===== config.mk =====
export PLATFORM = sky130hd
export DESIGN_NAME = rf_wb_arbiter
export DESIGN_NICKNAME = d
export VERILOG_FILES = /design/src/rtl/rf_wb_arbiter.sv
export SDC_FILE = /design/constraint.sdc
export NUM_CORES = 1
export LEC_CHECK = 0
export ABC_AREA = 1
export CAP_MARGIN = 15
export CORE_MARGIN = 1.5
export CORE_UTILIZATION = 48
export DETAILED_ROUTE_END_ITERATION = 16
export PLACE_DENSITY = 0.76
export SETUP_SLACK_MARGIN = 0.02
export SYNTH_ARGS = -nofsm -noshare
export SYNTH_HDL_FRONTEND = slang
export SYNTH_SLANG_ARGS = --single-unit

===== constraint.sdc =====
create_clock -name clk -period 3 [get_ports clk]
set_input_delay 0.75 -clock clk [delete_from_list [all_inputs] [get_ports clk]]
set_output_delay 0.75 -clock clk [all_outputs]
set_load 0.02 [all_outputs]

===== src/rtl/rf_wb_arbiter.sv =====
// Register-file write-port arbiter: merges the single-cycle ALU path with a
// buffered memory/load path and tracks outstanding loads for hazard logic.
module rf_wb_arbiter #(
  parameter int unsigned DEPTH      = 4,
  parameter int unsigned STARVE_MAX = 8
) (
  input  logic        clk,
  input  logic        reset,
  input  logic        alu_valid,
  input  logic [4:0]  alu_rd,
  input  logic [31:0] alu_wd,
  output logic        alu_stall,
  input  logic        mem_valid,
  input  logic [4:0]  mem_rd,
  input  logic [31:0] mem_wd,
  output logic        mem_ready,
  input  logic        issue_valid,
  input  logic [4:0]  issue_rd,
  output logic [31:0] pending,
  output logic [4:0]  rf_a3,
  output logic [31:0] rf_wd3,
  output logic        rf_we
);

  localparam int unsigned AW = $clog2(DEPTH);
  localparam int unsigned CW = $clog2(DEPTH + 1);
  localparam int unsigned SW = $clog2(STARVE_MAX + 1);

  logic [4:0]    fifo_rd [DEPTH];
  logic [31:0]   fifo_wd [DEPTH];
  logic [AW-1:0] wr_ptr;
  logic [AW-1:0] rd_ptr;
  logic [CW-1:0] count;
  logic [SW-1:0] starve_cnt;

  logic        fifo_empty;
  logic        alu_acc;
  logic        alu_wr;
  logic        push;
  logic        pop;
  logic        blocked;
  logic        stall_next;
  logic [4:0]  head_rd;
  logic [31:0] head_wd;
  logic [31:0] pending_next;

  assign fifo_empty = (count == '0);
  assign mem_ready  = (count != CW'(DEPTH));
  assign alu_acc    = alu_valid && !alu_stall;
  // An rd=0 ALU result is dropped and leaves the port free for the FIFO.
  assign alu_wr     = alu_acc && (alu_rd != 5'd0);
  assign push       = mem_valid && mem_ready && (mem_rd != 5'd0);
  assign pop        = !alu_wr && !fifo_empty;
  assign blocked    = alu_wr && !fifo_empty;
  assign stall_next = blocked && (starve_cnt == SW'(STARVE_MAX - 1));
  assign head_rd    = fifo_rd[rd_ptr];
  assign head_wd    = fifo_wd[rd_ptr];

  // Set beats clear when a new load to r issues as the old one retires.
  always_comb begin
    pending_next = pending;
    if (pop)
      pending_next[head_rd] = 1'b0;
    if (issue_valid && (issue_rd != 5'd0))
      pending_next[issue_rd] = 1'b1;
    pending_next[0] = 1'b0;
  end

  always_ff @(posedge clk) begin
    if (push) begin
      fifo_rd[wr_ptr] <= mem_rd;
      fifo_wd[wr_ptr] <= mem_wd;
    end
  end

  always_ff @(posedge clk or posedge reset) begin
    if (reset) begin
      wr_ptr     <= '0;
      rd_ptr     <= '0;
      count      <= '0;
      starve_cnt <= '0;
      alu_stall  <= 1'b0;
      pending    <= '0;
      rf_we      <= 1'b0;
      rf_a3      <= 5'd0;
      rf_wd3     <= 32'd0;
    end else begin
      if (push)
        wr_ptr <= wr_ptr + AW'(1);
      if (pop)
        rd_ptr <= rd_ptr + AW'(1);
      case ({push, pop})
        2'b10:   count <= count + CW'(1);
        2'b01:   count <= count - CW'(1);
        default: count <= count;
      endcase

      if (stall_next)
        starve_cnt <= '0;
      else if (blocked)
        starve_cnt <= starve_cnt + SW'(1);
      else
        starve_cnt <= '0;
      alu_stall <= stall_next;

      pending <= pending_next;

      if (alu_wr) begin
        rf_we  <= 1'b1;
        rf_a3  <= alu_rd;
        rf_wd3 <= alu_wd;
      end else if (pop) begin
        rf_we  <= 1'b1;
        rf_a3  <= head_rd;
        rf_wd3 <= head_wd;
      end else begin
        rf_we  <= 1'b0;
      end
    end
  end

endmodule

Word level (Yosys, flattened, before mapping) --
Memories as Yosys holds them, arrays and structs flattened. Index checks and enable logic that the tools add are counted.
Word-level totals: ROM bits 0, bits in writable memories 148, word-level logic and storage cells 63, latch bits 0, output and inout port bits 72, register bits 81, memories kept 2
Memory list:
- fifo_wd | depth 4, width 32, read ports 1, clocked after memory_dff 0, wr ports 1, line 30 | logic [31:0] fifo_wd [DEPTH];
- fifo_rd | depth 4, width 5, read ports 1, clocked after memory_dff 0, wr ports 1, line 29 | logic [4:0] fifo_rd [DEPTH];
Operators by class: equality and inequality tests 4, shifts and indexed selects 0, $add $sub $neg 5, muxes and demuxes 17, divide/modulo/power cells 0, reduce and logical (&&, ||, !) cells 19, $lt $le $gt $ge 4, bitwise logic cells 3, multipliers 0
Operator list (count):
- $mux 32 | 4
- $and 32x32->32 | 1
- $not 32->32 | 1
- $or 32x32->32 | 1
- $reduce_bool 5->1 | 3
- $lt 5x6->1 const B | 2
- $demux 1 s5 | 2
- $ge 5x1->1 const B | 2
- $logic_and 1x1->1 | 10
- $mux 5 | 2
- $mux 4 | 2
- $mux 1 | 6
- $pmux 3 s2 | 1
- $add 2x1->2 const B | 2
- $add 4x1->4 const B | 1
- $eq 4x3->1 const B | 1
- $reduce_bool 2->1 | 2
- $add 3x1->3 const B | 1
- $logic_not 1->1 | 3
- $logic_not 3->1 | 1
- $ne 3x3->1 const B | 1
- $sub 3x1->3 const B | 1
- $eq 2x1->1 const B | 1
- $eq 2x2->1 const B | 1

Logic depth before layout (Yosys ltp) --
An unclocked memory read counts as a cell.
word-level depth 10, depth in mapped cells 12, gate-level depth less buffers 11

Worst setup path before layout --
OpenSTA, ideal clock, no wires.
path type input-to-reg, start point input mem_rd[3], end point memory fifo_rd[0][0], enable pin, required time 2569 ps, arrival time 2650 ps, path buffers 0, library setup time 431 ps, stages on the path 4, setup slack -81 ps, cells stage by stage nor3_1 -> nand2_1 -> nand3_1 -> nor2_1
Between the ends: word-level cells in the longest chain between the ends 4
RTL lines:
- from (decl) | line 14 | input logic [4:0] mem_rd,
- $reduce_bool 5->1 | line 52 | assign push = mem_valid && mem_ready && (mem_rd != 5'd0);
- $logic_and 1x1->1 | line 52
- $mux 1 | line 70 | if (push) begin
- $mux 1 (implied by the code) | line 71 | fifo_rd[wr_ptr] <= mem_rd;
- to (decl) | line 29
Every way passes these cells.

Final worst setup path --
start point register count[0], end point output mem_ready
Between the ends: word-level cells in the longest chain between the ends 1
RTL lines:
- from (decl) | line 33 | logic [CW-1:0] count;
- from (signal assigned) | line 93 | 2'b10: count <= count + CW'(1);
- from (signal assigned) | line 94 | 2'b01: count <= count - CW'(1);
- from (signal assigned) | line 95 | default: count <= count;
- $ne 3x3->1 | line 48 | assign mem_ready = (count != CW'(DEPTH));
- to (decl) | line 16 | output logic mem_ready,
Every way passes these cells.

==> reports/results.ini <==
[layout]
area_growth_pct = 26.9
layout_commonest_cell = nand2_1
finalNonFillerCells = 1382
most-common-layout-cells = nand2_1, clkdlybuf4s50_1, edfxtp_1
antennaDiodeCount = 0
postLayoutCellArea_sq_um = 12200
drive_gt1_frac = 0.0770
final_core_util = 0.624
layout.nets = 1191

[pwr]
cellLeakagePower_nw = 4.93
peakVddDrop_uv = 787
power_density_nw_per_um2 = 992

[drt]
wl_mm = 21.3
via_per_inst = 5.00
drtIter0Drc = 360
drc_errors = 0
vias = 6905
post_drt_wl_per_cell_um = 15.4
dr.pass1.iters = 5
antenna_left = 0

[global_routing]
grt_max_degree = 77
groute.usage.overall = 0.205
grt_pass1_wl_mm = 33.0
antenna_found_initial = 0
grt_pass1_vias = 6388
grt-ovfl-total = 0

[sta]
setup_viol = 0
fin_worst_skew_ps = 24.8
max_freq_ghz = 0.407
relSlewSlack = 0.465
fin_setup_tns_ps = 0
period_needed_ps = 2460
maxSlewViolCount = 0
grt_setup_unrepaired = false
finalHoldViolCount = 0
worstMarginPinSlew_ps = 802
finalCritPeriodShare = 0.819

[floorplan]
ioPinCount = 156
start_util = 0.492
fp-row-count = 51
core-area_sq_um = 19600
die_w_um = 145
dieHeight_um = 145
fp.dieArea_sq_um = 20900

[setup_path]
crit_arrival_ps = 1710
crit_type = reg -> out
worst-path-max-fanout = 3
startpoint_type = flop
cp.required_ps = 2250
critPathCaptureType = output pin

[min_path]
hold_path.class = reg -> reg

[placement]
dpl.hpwl_mm = 14.2
dp.cells = 1340
placed_cell_area_sq_um = 11500
place.gp.congestion = 0.835
port-buffer-count = 154

[clock_tree]
hold_buffers = 0
cts_tree = built
htree_levels = 1
clock_latency_ps = 510
clkTransAtPathRegs_ps = 60
cts.sinks = 229
cts_setup_buffers = 0
cts-root-buf = clkbuf_16
ctsResizeCount = 0
clock_path_buffers = 3
cts_made_buffers = 23

[run_status]
status = finished clean

[synth]
yosysUniqueCellTypes = 27
netlist.area_leader.share = 0.461
syn_nets = 1028
yosysWarnings = 0
ys_ff_latch = 229
synth_area_sq_um = 9640
synth-seq-area-share = 0.671
synth_area_leader_cell = edfxtp_1
netlist_instances = 937
synth_area_leaders = edfxtp_1, dfrtp_1, nand2_1, nand3_1, o21ai_0
synth_area_per_cell_sq_um = 10.3

[job]
cap_violations = 0

cell usage after synthesis:
library cell and count:
nand3_1 80, nand2_2 6, nand2_4 1, nor3_2 1, nor2_4 10, fa_1 1, buf_2 23, inv_2 2
xor2_1 3, ha_1 6, nand3b_1 1, nor2_2 3, edfxtp_1 148, buf_4 12, nor2_1 18, a21oi_1 2
dfrtp_1 81, nor3_1 11, inv_4 1, o21ai_1 3, o21ai_0 56, clkbuf_1 6, inv_1 28, conb_1 1
o211ai_1 9, nand2_1 422, xnor2_1 2
worst max-delay path, stage by stage (launching register included):
cell,delay [ps]
dfrtp_1,400
inv_1,90
nand3_1,100
clkdlybuf4s50_1,610
worst paths after layout:
kind,cells past startpoint,from,slack (ps),to
worst max-delay path,3,count[0],540,mem_ready
worst min-delay path,2,pending[17],470,pending[17]
worst max register to register,10,rd_ptr[0],900,pending[15]
worst min register to register,2,pending[17],470,pending[17]
max in group asynchronous,3,reset,1780,rf_wd3[2]
min in group asynchronous,2,reset,610,pending[31]
metal layers:
| layer | global-route usage | wire length [um] | vias to the layer above |
|---|---|---|---|
| met4 | 0.0510 | 309 | 0 |
| li1 | - | - | 3433 |
| met1 | 0.263 | 9060 | 3237 |
| met3 | 0.0355 | 1300 | 28 |
| met5 | 0 | 0 | - |
| met2 | 0.361 | 10600 | 207 |
stage by stage:
step	power [mW]	hold slack, ps	setup slack, ps
finish	12.1	472	544
global route	12.9	497	449
CTS	12.3	474	503
detailed placement	9.59	458	192
global placement	9.49	448	293
floorplan	7.70	430	-81.1
flip-flops by register name, indices dropped and copies added (netlist names):
signal      cells
fifo_rd        20
starve_cnt      4
wr_ptr          2
rf_a3           5
rf_wd3         32
rf_we           1
count           3
alu_stall       1
rd_ptr          2
pending        31
fifo_wd       128
cell type report:
type / instances / area (sq um)
tap: 265 / 332
fill: 1595 / 7360
sequential: 229 / 6470
inverter: 31 / 120
multi-input combinational: 636 / 2850
clock buffer: 33 / 613
clock inverter: 9 / 70.1
timing repair buffer: 179 / 1770
cells by family after synthesis:
family | Yosys count | synth area share
AND/OR/NAND/NOR | 553 | 0.239
flip-flops | 229 | 0.671
buffers and inverters | 72 | 0.0360
AO/OA/AOI/OAI | 70 | 0.0387
adder cells (fa/ha/maj) | 7 | 0.00987
XOR/XNOR | 5 | 0.00454
other | 1 | 0.000389
report_power, final:
group | internal [mW] | switching [mW] | total (mW)
Clock | 1.51 | 1.13 | 2.63
Combinational | 1.80 | 2.96 | 4.76
Sequential | 4.33 | 0.411 | 4.74
Total | 7.64 | 4.49 | 12.1
(Power assumes the default switching activity.)
